## src/rtl/pkg_busca.sv

```systemverilog
// Shared types and constants for the instruction-fetch stage.
package pkg_busca;

  typedef enum logic [1:0] {
    INICIO,
    BUSCA,
    FIM
  } estado_t;

  localparam logic [31:0] NOP = 32'h0000_0000;
  localparam int unsigned PALAVRA_BYTES = 4;

endpackage

```

## src/rtl/reg_if_id.sv

```systemverilog
// IF/ID pipeline register: flush has priority over load, otherwise hold.
module reg_if_id
  import pkg_busca::*;
(
  input  logic        clock,
  input  logic        reset,
  input  logic        carrega,
  input  logic        limpa,
  input  logic [31:0] instrucao_d,
  input  logic [31:0] pc_mais4_d,
  output logic [31:0] instrucao,
  output logic [31:0] pc_mais4,
  output logic        valido
);

  always_ff @(posedge clock or posedge reset) begin
    if (reset) begin
      instrucao <= NOP;
      pc_mais4  <= 32'h0;
      valido    <= 1'b0;
    end else if (limpa) begin
      instrucao <= NOP;
      pc_mais4  <= 32'h0;
      valido    <= 1'b0;
    end else if (carrega) begin
      instrucao <= instrucao_d;
      pc_mais4  <= pc_mais4_d;
      valido    <= 1'b1;
    end
  end

endmodule

```

## src/rtl/estagio_busca.sv

```systemverilog
// Instruction-fetch stage: PC, fetch FSM and IF/ID register.
// Optional macro CONTADOR_BUSCA_EN adds the saturating num_buscas fetch counter.
module estagio_busca
  import pkg_busca::*;
#(
  parameter logic [31:0] PC_INICIAL      = 32'h0000_0000,
  parameter int unsigned MEMORIA_TAMANHO = 256
) (
  input  logic        clock,
  input  logic        reset,
  input  logic        stall,
  input  logic        redireciona,
  input  logic [31:0] endereco_alvo,
  input  logic [31:0] instrucao_in,
  output logic [31:0] pc_out,
  output logic [31:0] if_id_instrucao,
  output logic [31:0] if_id_pc_mais4,
  output logic        if_id_valido,
  output logic        parado,
  output logic        erro_alinhamento
`ifdef CONTADOR_BUSCA_EN
  ,
  output logic [31:0] num_buscas
`endif
);

  localparam logic [31:0] LIMITE = 32'(MEMORIA_TAMANHO * PALAVRA_BYTES);
  localparam logic [31:0] ULTIMO = LIMITE - 32'(PALAVRA_BYTES);

  estado_t     estado, estado_prox;
  logic [31:0] pc_prox;
  logic [31:0] pc_seguinte;
  logic        erro_prox;
  logic        carrega;
  logic        limpa;

  assign pc_seguinte = pc_out + 32'(PALAVRA_BYTES);

  always_ff @(posedge clock or posedge reset) begin
    if (reset) begin
      estado           <= INICIO;
      pc_out           <= PC_INICIAL;
      erro_alinhamento <= 1'b0;
      parado           <= 1'b0;
    end else begin
      estado           <= estado_prox;
      pc_out           <= pc_prox;
      erro_alinhamento <= erro_prox;
      parado           <= (estado_prox == FIM);
    end
  end

  // Redirect overrides everything; stall only matters during normal fetch.
  always_comb begin
    estado_prox = estado;
    pc_prox     = pc_out;
    erro_prox   = erro_alinhamento;
    carrega     = 1'b0;
    limpa       = 1'b0;
    if (redireciona) begin
      limpa = 1'b1;
      if (endereco_alvo[1:0] != 2'b00) begin
        erro_prox   = 1'b1;
        estado_prox = FIM;
      end else if (endereco_alvo >= LIMITE) begin
        pc_prox     = endereco_alvo;
        estado_prox = FIM;
      end else begin
        pc_prox     = endereco_alvo;
        estado_prox = BUSCA;
      end
    end else begin
      unique case (estado)
        INICIO: begin
          limpa       = 1'b1;
          estado_prox = BUSCA;
        end
        BUSCA: begin
          if (!stall) begin
            carrega = 1'b1;
            if (pc_out == ULTIMO) begin
              pc_prox     = 32'h0;
              estado_prox = FIM;
            end else begin
              pc_prox = pc_seguinte;
            end
          end
        end
        FIM: limpa = 1'b1;
        default: begin
          limpa       = 1'b1;
          estado_prox = INICIO;
        end
      endcase
    end
  end

  reg_if_id u_reg_if_id (
    .clock      (clock),
    .reset      (reset),
    .carrega    (carrega),
    .limpa      (limpa),
    .instrucao_d(instrucao_in),
    .pc_mais4_d (pc_seguinte),
    .instrucao  (if_id_instrucao),
    .pc_mais4   (if_id_pc_mais4),
    .valido     (if_id_valido)
  );

`ifdef CONTADOR_BUSCA_EN
  // Counts valid IF/ID latches, saturating at all-ones.
  always_ff @(posedge clock or posedge reset) begin
    if (reset) begin
      num_buscas <= 32'h0;
    end else if (carrega && (num_buscas != 32'hFFFF_FFFF)) begin
      num_buscas <= num_buscas + 32'h1;
    end
  end
`endif

endmodule

```

## config.mk

```make
export PLATFORM = sky130hd
export DESIGN_NAME = estagio_busca
export DESIGN_NICKNAME = d
export VERILOG_FILES = /design/src/rtl/pkg_busca.sv /design/src/rtl/reg_if_id.sv /design/src/rtl/estagio_busca.sv
export SDC_FILE = /design/constraint.sdc
export NUM_CORES = 1
export LEC_CHECK = 0
export BUFFER_PORTS_ARGS = -buffer_cell sky130_fd_sc_hd__buf_4
export CAP_MARGIN = 10
export CORE_ASPECT_RATIO = 0.8
export CORE_MARGIN = 3
export CORE_UTILIZATION = 30
export DETAILED_ROUTE_END_ITERATION = 8
export HOLD_SLACK_MARGIN = 0.12
export PLACE_DENSITY = 0.55
export SLEW_MARGIN = 10
export SYNTH_ARGS = -nofsm -noshare
export SYNTH_HDL_FRONTEND = slang
export SYNTH_SLANG_ARGS = --single-unit
```

## constraint.sdc

```tcl
create_clock -name clock -period 3.35 [get_ports clock]
set_input_delay 0 -clock clock [delete_from_list [all_inputs] [get_ports clock]]
set_output_delay 0 -clock clock [all_outputs]
set_load 0.1 [all_outputs]
```

==> results of run 1 <==
## metal layers
layer,vias up,GRT usage,share of wire,wire (µm)
met4,0,0.0640,0.021,388
met2,216,0.307,0.45,8190
li1,2405,-,-,-
met1,2476,0.245,0.44,7930
met5,-,0,0,0
met3,22,0.0566,0.087,1570
## layout make-up
cell class | count | area (µm²) | share of cell area
repair buffers | 245 | 2010 | 0.263
well taps | 220 | 275 | 0.0360
flip-flops and latches | 101 | 2530 | 0.330
multi-input cells | 387 | 2490 | 0.325
clock inverters | 6 | 57.6 | 0.00752
inverters | 17 | 66.3 | 0.00867
clock buffers | 9 | 225 | 0.0294
## worst max-delay path, delay by kind of cell, from the launching register on
| kind | cells | cell delay, ns |
|---|---|---|
| flops | 1 | 0.48 |
| compound gates | 2 | 0.45 |
| simple gates | 3 | 1.15 |
| fa+ha+maj | 1 | 0.56 |
## cell families after synthesis
kind of cell | synth area share
simple gates | 0.183
buf+inv | 0.0435
compound gates | 0.168
fa+ha+maj | 0.00239
xor+xnor | 0.0435
flops | 0.483
mux | 0.0765
## power by group
| group | total (mW) | switching [mW] | internal (mW) | leakage, nW |
|---|---|---|---|---|
| clock network | 1.02 | 0.498 | 0.517 | 0.140 |
| registers | 1.46 | 0.171 | 1.29 | 1.34 |
| logic | 1.18 | 0.833 | 0.345 | 2.08 |
| total | 3.65 | 1.50 | 2.15 | 3.56 |
## state kept, by name, summed over array words and instances (netlist names)
name                   count
pc_out                    32
u_reg_if_id.instrucao     32
u_reg_if_id.pc_mais4      32
estado                     2
erro_alinhamento           1
parado                     1
u_reg_if_id.valido         1
## placed cells by master (no fill, tap or decap), types with 3 or more instances in the layout
master and n:
nand2_1 36, or4_1 4, o21a_1 4, inv_1 15, clkinv_4 3, mux2i_1 40
xnor2_1 19, buf_4 177, dlygate4sd3_1 68, a22o_1 7, nor2_1 61, and2_1 4
clkbuf_16 9, o22ai_1 7, nor4_1 14, dfrtp_1 101, a32oi_1 5, nand3_1 19
o41ai_1 3, a31oi_1 5, xor2_1 7, o21ai_0 41, o31ai_1 3, nor3_1 11
o31a_1 7, o2bb2ai_1 5, a21oi_1 35, nand4_1 10, and3_1 9
## path summary, 6_finish.rpt
kind | startpoint | endpoint | slack, ns | depth (start not counted)
hold / removal | endereco_alvo[0] | estado[1] | 0.16 | 5
min in group asynchronous | reset | u_reg_if_id.instrucao[24] | 0.34 | 3
setup reg to reg | pc_out[2] | pc_out[18] | 0.64 | 6
max in group asynchronous | reset | u_reg_if_id.instrucao[15] | 2.18 | 4
setup / recovery | pc_out[2] | pc_out[18] | 0.64 | 6
hold reg to reg | erro_alinhamento | erro_alinhamento | 0.48 | 1
## metrics by stage
stage / setup slack, ns / instance area (µm²) / std cells
2_1_floorplan: 0.547 / 5240 / 545
5_1_grt: 0.392 / 7650 / 985
3_3_place_gp: 0.774 / 6690 / 902
4_1_cts: 0.653 / 7650 / 985
6_report: 0.635 / 7650 / 985
3_5_place_dp: 0.716 / 6690 / 902
==> impl_metrics.ini, run 1 <==
[drt]
drtAntennaViolNets = 0
first_pass_iters = 5
drtIter0Drc = 315
wl_um = 18100
drc = 0
vias_per_cell = 5.20
vias = 5119
wire_per_inst_um = 18.3

[floorplanning]
initial_core_util = 0.311
die_w_um = 154
rows = 42
core_region_area_um2 = 16800
dieArea_um2 = 19100
io_pins = 167
die_h_um = 124

[grt]
grt.total_usage = 0.190
grt_first_pass_wirelength_um = 28400
overflow = 0
grt_pass1_vias = 5143
grt_max_degree = 62
antenna_found_initial = 0

[yosys]
seq_area_frac_synth = 0.483
ys_warn_count = 0
synth.most_common_cell = dfrtp_1
synth-seq-cells = 101
synthTopCellsByCount = dfrtp_1, nor2_1, o21ai_0, mux2i_1, nand2_1
syn-num-nets = 614
synth_area_um2 = 5240
synth_area_leaders = dfrtp_1, mux2i_1, nor2_1, o21ai_0, a21oi_1
synth-async-reset-ratio = 1.00
yosys.area.top_type = dfrtp_1
avgSynthCellArea_um2 = 9.61
synth_cells = 545
synthDominantCellAreaShare = 0.483
ys.flop_type = dfrtp_1
synth_cell_types = 53
synth-edff-count = 0

[setup_path]
critPathArrivalTime_ns = 2.99
max_stage_delay_ns = 0.72
cp_slowest_cell = nor4_1
crit_chain = ha_1, nand4_1, nor4_1, nand3_1, o31a_1, o22ai_1
worst-endpoint-required_ns = 3.63
crit_path_start_kind = flip-flop
cp_max_fo = 14
endpoint_kind = flip-flop
crit_type = flip-flop to flip-flop

[timing]
post-route-period-util = 0.810
setup_viol = 0
hold_viol = 0
fmax_ghz = 0.368
finalCriticalPeriod_ns = 2.71
relSlewSlack = 0.380
worst_pin_slew_ns = 0.921
hold_ws_ns = 0.156
skew_ns = 0.00777
rsz0062_at_grt = no
setup_tns_ns = 0
drv_slew = 0

[clock_tree]
clock-sinks = 101
clockBufferDepth = 2
cts-resized-gates = 0
hold_buffers = 68
htree_num_levels = 3
cts.clk_slew.worst_paths_ns = 0.07
cts-root-buf = clkbuf_16
clk_latency_ns = 0.36
cts_inserted_buffers = 9
cts_setup_buffers = 0
cts_tree = done

[run]
max-cap-violations = 0

[min_path]
holdCritPathClass = input port to flip-flop

[placed_design]
portBuffers = 166
gp_congestion = 0.862
place_hpwl_um = 12800

[power]
max-vdd-ir-drop_mv = 0.241
pwr_density_cell_nw_per_um2 = 477
leakage_nw = 3.56
finalPower_mw = 3.65

[cells_and_area]
num-nets-final = 830
fillers = 1618
layout-drive-gt1-share = 0.267
antenna_cells = 0
finalCoreUtilization = 0.455
areaGrowthSynthToFinish_pct = 46.1

[status]
outcome = complete, no violations
(Power assumes the default switching activity.)
==> run 2, diff against run 1 <==
--- a/config.mk
+++ b/config.mk
@@ -12,7 +12,7 @@
 export CORE_UTILIZATION = 30
 export DETAILED_ROUTE_END_ITERATION = 8
 export HOLD_SLACK_MARGIN = 0.12
-export PLACE_DENSITY = 0.55
+export PLACE_DENSITY = 0.57
 export SLEW_MARGIN = 10
 export SYNTH_ARGS = -nofsm -noshare
 export SYNTH_HDL_FRONTEND = slang
==> constraint.sdc (replaced) <==
create_clock -name clock -period 2.4 [get_ports clock]
set_input_delay 0 -clock clock [delete_from_list [all_inputs] [get_ports clock]]
set_output_delay 0 -clock clock [all_outputs]
set_load 0.1 [all_outputs]
==> run 2 against run 1 <==
Net effect: worst hold slack worse by 0.033 ns; non-clock buffer count is 27 higher; sequential power rose by 37%; die area is the same; count of clock-buffer cells in the layout up 4; clock skew rose by 0.0038 ns; power rose by 43%; register-to-register slack got worse by 0.53 ns; critical path type is now input port to flip-flop.
==> impl_metrics.ini, run 2 (synthesis gave the netlist of run 1 again) <==
[floorplanning]
rows = 42
initial_core_util = 0.311
dieArea_um2 = 19100
core_region_area_um2 = 16800
io_pins = 167
die_h_um = 124
die_w_um = 154

[drt]
vias_per_cell = 5.16
drtIter0Drc = 239
drtAntennaViolNets = 0
first_pass_iters = 5
vias = 5226
wl_um = 18300
wire_per_inst_um = 18.1
drc = 0

[cells_and_area]
final_common_cell = buf_4
finalCoreUtilization = 0.473
layout-drive-gt1-share = 0.313
layout_common_cells = buf_4, dfrtp_1, dlygate4sd3_1, nor2_1, o21ai_0
reg_top3 = pc_out (32), u_reg_if_id.instrucao (32), u_reg_if_id.pc_mais4 (32)
areaGrowthSynthToFinish_pct = 51.8
antenna_cells = 0
final_cell_area_um2 = 7950
num-nets-final = 857

[setup_path]
crit_chain = dlygate4sd3_1, buf_4, nor4_1, nand4_1, dlygate4sd3_1, o22ai_1, dlygate4sd3_1
r2r_start = pc_out[21]
crit_path_start_kind = input port
crit_top_cell = dlygate4sd3_1
crit_type = input port to flip-flop
cp_slowest_cell = dlygate4sd3_1
cp_max_fo = 2
endpoint_kind = flip-flop
worst-endpoint-required_ns = 2.68
reg2reg_slack_ns = 0.11
ff2ff_path_depth = 5
reg2reg_to = estado[0]
max_stage_delay_ns = 0.68
critPathArrivalTime_ns = 2.66

[timing]
fin_ws_ns = 0.0150
fmax_ghz = 0.419
skew_ns = 0.0116
drv_slew = 0
post-route-period-util = 0.994
hold_viol = 0
worst_pin_slew_ns = 0.703
relSlewSlack = 0.531
setup_tns_ns = 0
setup_viol = 0
finalCriticalPeriod_ns = 2.38
rsz0062_at_grt = no

[grt]
grt_pass1_vias = 5231
grt_first_pass_wirelength_um = 28500
antenna_found_initial = 0
grt.total_usage = 0.188
overflow = 0
grt_max_degree = 102

[power]
leakage_nw = 3.67
power_frac_clock = 0.277
pwr_density_cell_nw_per_um2 = 655
internal-power_mw = 3.16
max-vdd-ir-drop_mv = 0.426
seqPwrFrac = 0.385
switchingPower_mw = 2.04
p_comb_frac = 0.338
p_sw_frac = 0.392

[clock_tree]
cts_inserted_buffers = 9
clk_latency_ns = 0.35
clock-sinks = 101
cts-root-buf = clkbuf_16
cts.clk_slew.worst_paths_ns = 0.07
cts_tree = done
htree_num_levels = 3
clockBufferDepth = 2

[placed_design]
dpl-instance-area_um2 = 6890
gp_congestion = 0.870
portBuffers = 166
place_ws_ns = 0.165
place_hpwl_um = 12700

[min_path]
min_from = redireciona
min_to = pc_out[19]
holdCritPathClass = input port to flip-flop
whs_path_depth = 4

[run]
max-cap-violations = 0

[status]
outcome = complete, no violations
## run 2: worst max path at each step
stage / slack [ns] / end / depth (start not counted) / from
after global routing: 0.004 / estado[0] / 7 / endereco_alvo[23]
after floorplan: -0.03 / pc_out[21] / 7 / pc_out[5]
after detailed placement: 0.16 / pc_out[16] / 6 / pc_out[21]
final: 0.02 / estado[0] / 7 / endereco_alvo[23]
after CTS: 0.07 / estado[0] / 5 / pc_out[21]
after global placement: 0.22 / pc_out[30] / 7 / pc_out[31]
## run 2: final cells by class
class / count / area, µm²
Sequential cell: 101 / 2550
Fill cell: 1604 / 8870
Clock inverter: 3 / 40.0
Multi-Input combinational cell: 387 / 2510
Inverter: 17 / 67.6
Clock buffer: 13 / 240
Tap cell: 220 / 275
Timing Repair Buffer: 272 / 2250
## run 2: critical path: cells and delay by family
| family | cells | cell delay (ns) |
|---|---|---|
| simple gates | 2 | 0.55 |
| buf+inv | 4 | 1.96 |
| compound gates | 1 | 0.15 |
## run 2: power groups by stage
stage / sequential (mW) / combinational [mW] / clock (mW)
2_1_floorplan: 2.69 / 0.487 / 0
4_1_cts: 1.99 / 1.76 / 1.49
5_1_grt: 2.02 / 1.86 / 1.56
6_report: 2.00 / 1.76 / 1.44
3_3_place_gp: 2.01 / 1.67 / 0
3_5_place_dp: 2.02 / 1.66 / 0
## run 2: per-stage QoR
stage	total power, mW	std cells	hold WS [ns]
2_1_floorplan	3.18	545	0.153
3_3_place_gp	3.67	922	0.209
3_5_place_dp	3.69	922	0.220
4_1_cts	5.25	1013	0.128
5_1_grt	5.44	1013	0.146
6_report	5.20	1013	0.124
## run 2: what timing repair did
action                     CTS  global route
setup buffers                0             0
hold endpoints to repair   169             0
hold buffers                75             0
resized for setup            0             5
setup endpoints to repair    0            17
## run 2: layer usage
| layer | up-vias | global-route usage | share of wire |
|---|---|---|---|
| met3 | 28 | 0.0431 | 0.057 |
| met4 | 0 | 0.0596 | 0.019 |
| met5 | - | 0 | 0 |
| met1 | 2563 | 0.255 | 0.45 |
| li1 | 2458 | - | - |
| met2 | 177 | 0.300 | 0.47 |
==> run 3, diff against run 2 <==
--- a/config.mk
+++ b/config.mk
@@ -5,14 +5,14 @@
 export SDC_FILE = /design/constraint.sdc
 export NUM_CORES = 1
 export LEC_CHECK = 0
-export BUFFER_PORTS_ARGS = -buffer_cell sky130_fd_sc_hd__buf_4
 export CAP_MARGIN = 10
 export CORE_ASPECT_RATIO = 0.8
-export CORE_MARGIN = 3
-export CORE_UTILIZATION = 30
+export CORE_MARGIN = 2
+export CORE_UTILIZATION = 55
 export DETAILED_ROUTE_END_ITERATION = 8
+export DONT_BUFFER_PORTS = 1
 export HOLD_SLACK_MARGIN = 0.12
-export PLACE_DENSITY = 0.57
+export PLACE_DENSITY = 0.76
 export SLEW_MARGIN = 10
 export SYNTH_ARGS = -nofsm -noshare
 export SYNTH_HDL_FRONTEND = slang
==> run 3 against run 2 <==
Net effect: the flow now finishes with violations (DRC); routed wire length shrank 4.0%; power shrank 2.7%; sequential share of layout area grew 3.2 points; cell count shrank 18%; critical path type is now flip-flop to flip-flop; highest routed layer unchanged.
==> impl_metrics.ini, run 3 (synthesis gave the netlist of run 1 again) <==
[status]
outcome = finished, violations left
violations = DRC

[placed_design]
dpl-instance-area_um2 = 6170
dp_cells = 740
place_hpwl_um = 11500
portBuffers = 0
gp_congestion = 0.930

[grt]
grt_first_pass_wirelength_um = 27500
grt_pass1_vias = 5124
antenna_found_initial = 0
grt.total_usage = 0.343
overflow = 0
grt_max_degree = 50

[floorplanning]
die_h_um = 91.3
dieArea_um2 = 10300
rows = 31
initial_core_util = 0.572
die_w_um = 113
core_region_area_um2 = 9150
io_pins = 167

[setup_path]
reg2reg_to = pc_out[16]
crit_end = pc_out[16]
crit_type = flip-flop to flip-flop
critPathArrivalTime_ns = 2.53
worst-endpoint-required_ns = 2.61
endpoint_kind = flip-flop
r2r_start = pc_out[21]
crit_top_cell = buf_4
cp_max_fo = 10
crit_path_start_kind = flip-flop
cp_slowest_cell = dfrtp_2
crit_chain = nor4_1, nand4_1, buf_4, o31a_1, buf_4, a32oi_1, o2bb2ai_1
max_stage_delay_ns = 0.45
ff2ff_path_depth = 7
startpoint = pc_out[21]
reg2reg_slack_ns = 0.08

[drt]
first_pass_iters = 8
vias_per_cell = 6.19
vias = 5141
wire_per_inst_um = 21.2
drtAntennaViolNets = 0
wl_um = 17600
drtIter0Drc = 466
drc = 7

[min_path]
min_from = stall
holdCritPathClass = input port to flip-flop

[timing]
post-route-period-util = 0.967
worst_pin_slew_ns = 0.872
hold_ws_ns = 0.169
relSlewSlack = 0.419
rsz0062_at_grt = no
fmax_ghz = 0.431
skew_ns = 0.00829
finalCriticalPeriod_ns = 2.32
setup_viol = 0
setup_tns_ns = 0
hold_viol = 0
drv_slew = 0

[clock_tree]
htree_num_levels = 3
cts.clk_slew.worst_paths_ns = 0.07
clock-sinks = 101
cts_inserted_buffers = 9
clockBufferDepth = 2
cts_tree = done
cts-root-buf = clkbuf_16
clk_latency_ns = 0.35

[cells_and_area]
layout_common_cells = buf_4, dfrtp_1, dlygate4sd3_1, nor2_1, o21ai_0
num-nets-final = 779
reg_top3 = pc_out (32), u_reg_if_id.instrucao (32), u_reg_if_id.pc_mais4 (32)
finalCoreUtilization = 0.789
area.sequential_um2 = 2550
final_cell_area_um2 = 7230
fillers = 586
areaGrowthSynthToFinish_pct = 38.0
antenna_cells = 0
final_cells = 830
final_common_cell = buf_4
layout-drive-gt1-share = 0.242
multiInputGateArea_um2 = 2490

[power]
leakage_nw = 3.30
pwr_density_cell_nw_per_um2 = 701
max-vdd-ir-drop_mv = 0.584

[run]
max-cap-violations = 0
==> run 3: cell count changes in the layout (fill, tap and decap cells not counted), moves of 2 or more <==
cell / change
clkbuf_1: -3
clkinv_2: -2
nor4_1: +3
buf_4: -75
dlygate4sd3_1: -4
clkinvlp_4: +2
nor4_2: -3
==> run 3: cell type report <==
type / instances / share of cell area
Sequential cell: 101 / 0.354
Multi-Input combinational cell: 387 / 0.345
Timing Repair Buffer: 194 / 0.232
Clock inverter: 5 / 0.00606
Tap cell: 115 / 0.0199
Clock buffer: 11 / 0.0336
Inverter: 17 / 0.00935
==> run 3: stage by stage <==
stage          worst slack, ns  power, mW
6_report                0.0798       5.06
5_1_grt                 0.0666       5.22
3_3_place_gp             0.102       3.48
4_1_cts                 0.0734       5.03
3_5_place_dp            0.0843       3.50
2_1_floorplan          -0.0305       3.18
==> run 3: worst min path at each step <==
stage / to / slack [ns] / depth (start not counted)
floorplan: u_reg_if_id.instrucao[0] / 0.15 / 2
global placement: u_reg_if_id.pc_mais4[25] / -0.05 / 1
detailed placement: u_reg_if_id.pc_mais4[24] / -0.04 / 1
CTS: pc_out[3] / 0.14 / 4
global route: pc_out[1] / 0.17 / 3
finish: pc_out[3] / 0.17 / 4
==> run 3: critical path, delay by kind of cell, from the launching register on <==
kind,cells,cell delay (ns)
buffers and inverters,2,0.41
flip-flops,1,0.45
AO/OA/AOI/OAI,3,0.77
AND/OR/NAND/NOR,2,0.55
==> run 3: layer usage <==
| metal | vias to the layer above | track usage | wire length [µm] |
|---|---|---|---|
| met1 | 2534 | 0.436 | 7080 |
| met5 | - | 0 | 0 |
| met2 | 274 | 0.572 | 8540 |
| met3 | 40 | 0.0908 | 1540 |
| li1 | 2293 | - | - |
| met4 | 0 | 0.110 | 419 |
==> run 3: repair_timing <==
item	CTS	global route
hold buffers	73	0
setup endpoints to repair	0	2
hold endpoints to repair	185	0
resized for setup	0	1
buffers inserted	0	1
==> run 3: report_power, final <==
part / internal [mW] / total [mW] / switching [mW] / leakage [nW]
clock network: 0.746 / 1.42 / 0.675 / 0.134
logic: 0.442 / 1.69 / 1.24 / 1.85
registers: 1.81 / 1.96 / 0.146 / 1.31
